==> src/rtl/seq_multiplier.sv <==
// seq_multiplier: unsigned shift-and-add multiplier, one operand bit per cycle.
// Ports: clk, clr_n (sync active-low), start/a/b in; busy, done strobe, p (2N) out.
module seq_multiplier #(
  parameter int N = 8
) (
  input  logic           clk,
  input  logic           clr_n,
  input  logic           start,
  input  logic [N-1:0]   a,
  input  logic [N-1:0]   b,
  output logic           busy,
  output logic           done,
  output logic [2*N-1:0] p
);

  localparam int CW = $clog2(N) + 1;

  typedef enum logic [1:0] {
    IDLE,
    RUN,
    DONE
  } state_t;

  state_t state;
  state_t state_nx;

  logic [2*N-1:0] mcand;
  logic [N-1:0]   mplier;
  logic [2*N-1:0] acc;
  logic [CW-1:0]  cnt;
  logic [2*N-1:0] acc_add;
  logic           last;

  // Accumulator value including this cycle's conditional add.
  assign acc_add = mplier[0] ? acc + mcand : acc;
  assign last    = (cnt == CW'(N - 1));

  always_ff @(posedge clk) begin
    if (!clr_n) state <= IDLE;
    else        state <= state_nx;
  end

  always_comb begin
    state_nx = state;
    busy     = 1'b0;
    done     = 1'b0;
    unique case (state)
      IDLE: begin
        if (start) state_nx = RUN;
      end
      RUN: begin
        busy = 1'b1;
        if (last) state_nx = DONE;
      end
      DONE: begin
        busy     = 1'b1;
        done     = 1'b1;
        state_nx = IDLE;
      end
      default: state_nx = IDLE;
    endcase
  end

  always_ff @(posedge clk) begin
    if (!clr_n) begin
      mcand  <= '0;
      mplier <= '0;
      acc    <= '0;
      cnt    <= '0;
      p      <= '0;
    end else begin
      unique case (state)
        IDLE: begin
          if (start) begin
            mcand  <= {{N{1'b0}}, a};
            mplier <= b;
            acc    <= '0;
            cnt    <= '0;
          end
        end
        RUN: begin
          acc    <= acc_add;
          mcand  <= mcand << 1;
          mplier <= mplier >> 1;
          cnt    <= cnt + CW'(1);
          // p is only written here, so it holds between results.
          if (last) p <= acc_add;
        end
        default: ;
      endcase
    end
  end

endmodule

==> config.mk <==
export PLATFORM = sky130hd
export DESIGN_NAME = seq_multiplier
export DESIGN_NICKNAME = d
export VERILOG_FILES = /design/src/rtl/seq_multiplier.sv
export SDC_FILE = /design/constraint.sdc
export NUM_CORES = 1
export LEC_CHECK = 0
export ABC_CLOCK_PERIOD_IN_PS = 4580
export BUFFER_PORTS_ARGS = -buffer_cell sky130_fd_sc_hd__buf_4
export CAP_MARGIN = 30
export CORE_MARGIN = 2
export CORE_UTILIZATION = 31
export CTS_BUF_LIST = sky130_fd_sc_hd__clkbuf_8
export CTS_CLUSTER_SIZE = 25
export DETAILED_ROUTE_END_ITERATION = 8
export SLEW_MARGIN = 20
export SYNTH_ARGS = -nofsm -noshare
export SYNTH_HDL_FRONTEND = slang
export SYNTH_SLANG_ARGS = --single-unit
==> constraint.sdc <==
create_clock -name clk -period 4.58 [get_ports clk]
set_input_delay 0.458 -clock clk [delete_from_list [all_inputs] [get_ports clk]]
set_output_delay 0.458 -clock clk [all_outputs]
set_load 0.01 [all_outputs]
After elaboration in Yosys (flattened, before gate mapping)
Cells that the tools add are included.
{"block": "op_classes", "add_sub_neg": 2, "eq_ne": 5, "mux": 14, "reduce_logical": 6}
{"cell": "case mux 16 bit (2 select lines)", "count": 2}
{"cell": "2-to-1 mux 16 bit", "count": 3}
{"cell": "adder 16 bit", "count": 1}
{"cell": "case mux 8 bit (2 select lines)", "count": 1}
{"cell": "2-to-1 mux 8 bit", "count": 1}
{"cell": "case mux 4 bit (2 select lines)", "count": 1}
{"cell": "AND reduction 2 bit", "count": 3}
{"cell": "adder 4 x 1 -> 4 bit, second input constant", "count": 1}
{"cell": "equality test 4 x 3 -> 1 bit, second input constant", "count": 1}
{"cell": "2-to-1 mux 2 bit", "count": 2}
{"cell": "2-to-1 mux 4 bit", "count": 1}
{"cell": "inequality test 2 bit, second input constant", "count": 2}
{"cell": "case mux 2 bit (2 select lines)", "count": 1}
{"cell": "equality test 2 x 1 -> 1 bit, second input constant", "count": 1}
{"cell": "equality test 2 bit, second input constant", "count": 1}
{"cell": "logical NOT 2 bit", "count": 1}
{"cell": "2-to-1 mux 1 bit", "count": 2}
{"cell": "nonzero test 2 bit", "count": 1}
{"cell": "OR reduction 2 bit", "count": 1}
{"block": "word_totals", "regBits": 62, "out_inout_bits": 18, "word_cells": 33}

Depth between registers and ports, before layout
{"block": "depth", "depth_word": 3, "depth_mapped": 9}

Worst setup path after synthesis
No wires, ideal clock.
{"block": "synth_timing", "kind": "reg2reg", "from": "register mcand[0]", "to": "register p[12]", "t_arrival_ns": 2.281, "required_time_ns": 4.461, "setup_slack_ns": 2.181, "stages_incl_launch_ff": 10, "path_buffers": 0, "synth_period_minus_slack_ns": 2.399, "path_cell_list": "dfxtp_1 > ha_1 > fa_1 > a21o_1 > a221oi_2 > a211oi_1 > a211o_1 > xnor2_1 > nor2_1 > o221a_1"}
{"block": "synth_via", "elab_chain_cells": 2}
{"element": "start, declared", "line": "27", "source": "logic [2*N-1:0] mcand;"}
{"element": "start signal, assigned", "line": "75", "source": "mcand <= {{N{1'b0}}, a};"}
{"element": "start signal, assigned", "line": "83", "source": "mcand <= mcand << 1;"}
{"element": "adder 16 bit", "line": "35", "source": "assign acc_add = mplier[0] ? acc + mcand : acc;"}
{"element": "2-to-1 mux 16 bit", "line": "35"}
{"element": "end signal, assigned", "line": "70", "source": "p <= '0;"}
{"element": "end signal, assigned", "line": "87", "source": "if (last) p <= acc_add;"}
{"element": "end, declared", "line": "13", "source": "output logic [2*N-1:0] p"}
Every way passes these cells.
A chain may end at the register's enable or synchronous reset.

Final worst setup path
{"block": "layout_timing", "from": "register state[0]", "to": "register acc[8]"}
{"block": "layout_via", "elab_chain_cells": 3}
{"element": "start, declared", "line": "24", "source": "state_t state;"}
{"element": "start signal, assigned", "line": "40", "source": "else state <= state_nx;"}
{"element": "equality test 2 x 1 -> 1 bit / logical NOT 2 bit (equally long branches)", "line": "72", "source": "unique case (state)"}
{"element": "nonzero test 2 bit (no line) / inequality test 2 bit (equally long branches)"}
{"element": "AND reduction 2 bit (no line)"}
{"element": "end signal, assigned", "line": "68", "source": "acc <= '0;"}
{"element": "end signal, assigned", "line": "77", "source": "acc <= '0;"}
{"element": "end signal, assigned", "line": "82", "source": "acc <= acc_add;"}
{"element": "end, declared", "line": "29", "source": "logic [2*N-1:0] acc;"}
Several ways; a longest one is shown, not always the timed one.

==> summary.txt <==
======================================================================================
Pin slew with the least headroom to its limit                                   915 ps
Area inside the core boundary                                                10200 µm²
Die height                                                                      106 µm
Buffers added on ports                                                              36
Cell type contributing the most total cell area after synthesis           sky130_fd_sc_hd__dfxtp_1
Async set-or-reset flop fraction in the synthesized netlist                         0%
Clock tree sinks                                                                    62
Die Area                                                                     11300 µm²
CTS clock-pin slew for the worst setup and hold paths                            70 ps
Post-synthesis sequential area ratio                                             38.3%
Synthesized instance count                                                         382
Worst min-delay path endpoint                                                mplier[7]
Final period utilization                                                         59.6%
Wire length of the first global-routing pass                                   12.8 mm
CTS tree                                                                         built
Setup violations, final                                                              0
Number of routed nets with antenna violations                                        0
Worst-skew pair later-pin latency                                               350 ps
Horiz. Die Dim                                                                  106 µm
Leakage dissipation                                                         0.00158 µW
Hold path startpoint                                                              b[7]
H-tree levels                                                                        3
Power per Cell Area                                                         332 nW/µm²
Peak ir drop on the vdd network                                               0.195 mV
GR Overflow Total                                                                    0
IO Count                                                                            37
Nature of the critical path endpoint                                          register
Pins Over Slew Limit                                                                 0
Final layout net count                                                             451
Worst rel slew slack                                                             39.0%
Hold buffer count at CTS                                                             0
Synth-to-Final Area Change                                                       19.4%
Result of the run                                                         finished clean
Final core utilization                                                           37.8%
Combinational Power Share                                                        12.7%
Area fraction of the dominant cell type after synthesis                          38.3%
# resized after CTS                                                                  0
Drc violations                                                                       0
Routability congestion estimate                                                  0.851
Detailed placer's ending HPWL                                                  5.31 mm
Category of the most critical setup path                                  register to register
Number of warnings reported in the yosys synthesis log                               0
Area contributors post-synth                                              sky130_fd_sc_hd__dfxtp_1 38%, sky130_fd_sc_hd__nor2_1 8.3%, sky130_fd_sc_hd__ha_1 7.3%
Switching part of the total                                                      27.3%
Setup slack of the most critical reg-to-reg path                               1850 ps
Sequential share of power                                                        45.6%
Number of distinct standard cells referenced by the synthesized netlist             49
Count of standard-cell rows                                                         37
Internal Pwr Total                                                              934 µW
Number of setup buffers added after CTS                                              0
FF-to-FF path depth                                                                  8
Syn Nets                                                                           421
Post-route minimum period                                                      2730 ps
Worst r2r dst                                                                   acc[8]
Syn Std Cell Area                                                             3240 µm²
Primary flip-flop cell chosen by synthesis mapping                        sky130_fd_sc_hd__dfxtp_1
Setup repair after global routing missed its margin                              false
Maximum clock skew at final layout                                             15.0 ps
Initial antenna violation count                                                      0
Routed wire length                                                             7.61 mm
Antenna diode instance count                                                         0
Required time of the critical path                                             4810 ps
Peak Freq                                                                      366 MHz
Most frequently used cell type in the post-synthesis netlist              sky130_fd_sc_hd__nor2_1
WP data arrival                                                                2960 ps
Number of failing hold endpoints at the final stage                                  0
Post-layout power                                                              1280 µW
Wire per inst                                                                  13.8 µm
Nature of the critical path startpoint                                        register
Vias after detailed routing                                                       2818
HP Class                                                                  input pin to register
Cell count of the worst hold path                                                    3
TritonCTS buffer count                                                               9
Average cell area after synthesis                                             8.47 µm²
Max cap viols                                                                        0
Number of DRC markers in iteration 0                                               113
Number of flops mapped to enable cells by yosys                                      0
Most used standard cells in the synthesized netlist                       72 x sky130_fd_sc_hd__nor2_1, 62 x sky130_fd_sc_hd__dfxtp_1, 22 x sky130_fd_sc_hd__a21oi_1
Share of total power in the clock network                                        41.7%
Largest net degree at the start of global routing                                   42
Effective utilization at floorplan                                               31.6%
Buffer type at the clock tree root                                        sky130_fd_sc_hd__clkbuf_8
Total global routing track utilization                                           14.2%
Share of final-layout standard cells stronger than drive strength 1              15.6%
Crit path max fanout                                                                19
Total negative slack for setup checks                                             0 ps
Synthesis-stage register bit count                                                  62
Switching power                                                                 351 µW
Iteration count of the initial detailed-routing pass                                 4
Clock Tree Buf Depth                                                                 2
Detail-routed via count per cell                                                  5.10
Via count of the first global-routing pass                                        2698
Launch point of the worst reg-to-reg path                                     state[0]
======================================================================================
[worst max path at each step]
| stage | start | endpoint | slack, ps | cells past startpoint |
|---|---|---|---|---|
| 3_5_place_dp | state[1] | p[2] | 1610 | 6 |
| 5_1_grt | state[0] | acc[12] | 1520 | 8 |
| 2_1_floorplan | mcand[0] | p[12] | 2180 | 9 |
| 6_report | state[0] | acc[8] | 1850 | 8 |
| 4_1_cts | state[1] | p[2] | 1580 | 6 |
| 3_3_place_gp | state[1] | p[2] | 1680 | 6 |
[through the flow]
stage               worst slack, ps  instances  hold WS [ps]  area, µm²
floorplan                      2180        382           442       3240
detailed placement             1610        535           473       3620
global placement               1680        535           473       3620
finish                         1850        553           359       3860
CTS                            1580        551           348       3840
global route                   1520        553           347       3860
[state kept, by name, summed over array words and instances, names as in the netlist]
name	cells
state	2
p	16
mplier	8
cnt	4
mcand	16
acc	16
[critical path, cell delays in order, from the launching register on]
cell and delay, ps:
sky130_fd_sc_hd__dfxtp_1 370, sky130_fd_sc_hd__inv_1 70, sky130_fd_sc_hd__ha_1 360, sky130_fd_sc_hd__nand2b_1 440
sky130_fd_sc_hd__o21a_1 600, sky130_fd_sc_hd__o21ai_1 330, sky130_fd_sc_hd__and2_1 310, sky130_fd_sc_hd__nand2_1 70
sky130_fd_sc_hd__o21ai_0 70
[placed cells by master, fill, tap and decap left out, drive strengths merged, types with 8 or more instances in the layout]
cell     n
nor2    72
dfxtp   62
buf     40
a21oi   22
o21ai   21
nand2   20
ha      19
a22oi   18
mux2i   18
a211oi  17
inv     13
clkbuf   9
a31oi    9
xnor2    8
[layout make-up]
class                           instances  area (µm²)
Fill cell                            1065        6370
Multi-Input combinational cell        286        1880
Sequential cell                        62        1240
Timing Repair Buffer                   40         308
Tap cell                              136         170
Clock buffer                            9         124
Clock inverter                          7        97.6
Inverter                               13        48.8
[cells by family after synthesis]
| family | Yosys count | synth area share [%] |
|---|---|---|
| buf+inv | 34 | 3.98 |
| mux | 19 | 5.91 |
| fa+ha+maj | 20 | 7.96 |
| compound gates | 118 | 25.2 |
| xor+xnor | 10 | 2.71 |
| simple gates | 119 | 15.9 |
| flops | 62 | 38.3 |
[layer usage]
layer,share of wire [%],vias to the layer above,track usage [%]
met3,4.5,6,4.48
met1,47,1311,17.3
met4,1.1,0,4.23
met2,47,46,24.1
li1,-,1455,-
met5,0,-,0
[power groups by stage]
stage          Sequential, µW  Combinational (µW)  Clock (µW)
2_1_floorplan             584                 128           0
5_1_grt                   590                 183         576
6_report                  586                 163         536
4_1_cts                   586                 163         552
3_5_place_dp              599                 162           0
3_3_place_gp              598                 159           0
Power figures use the tool's default switching activity.
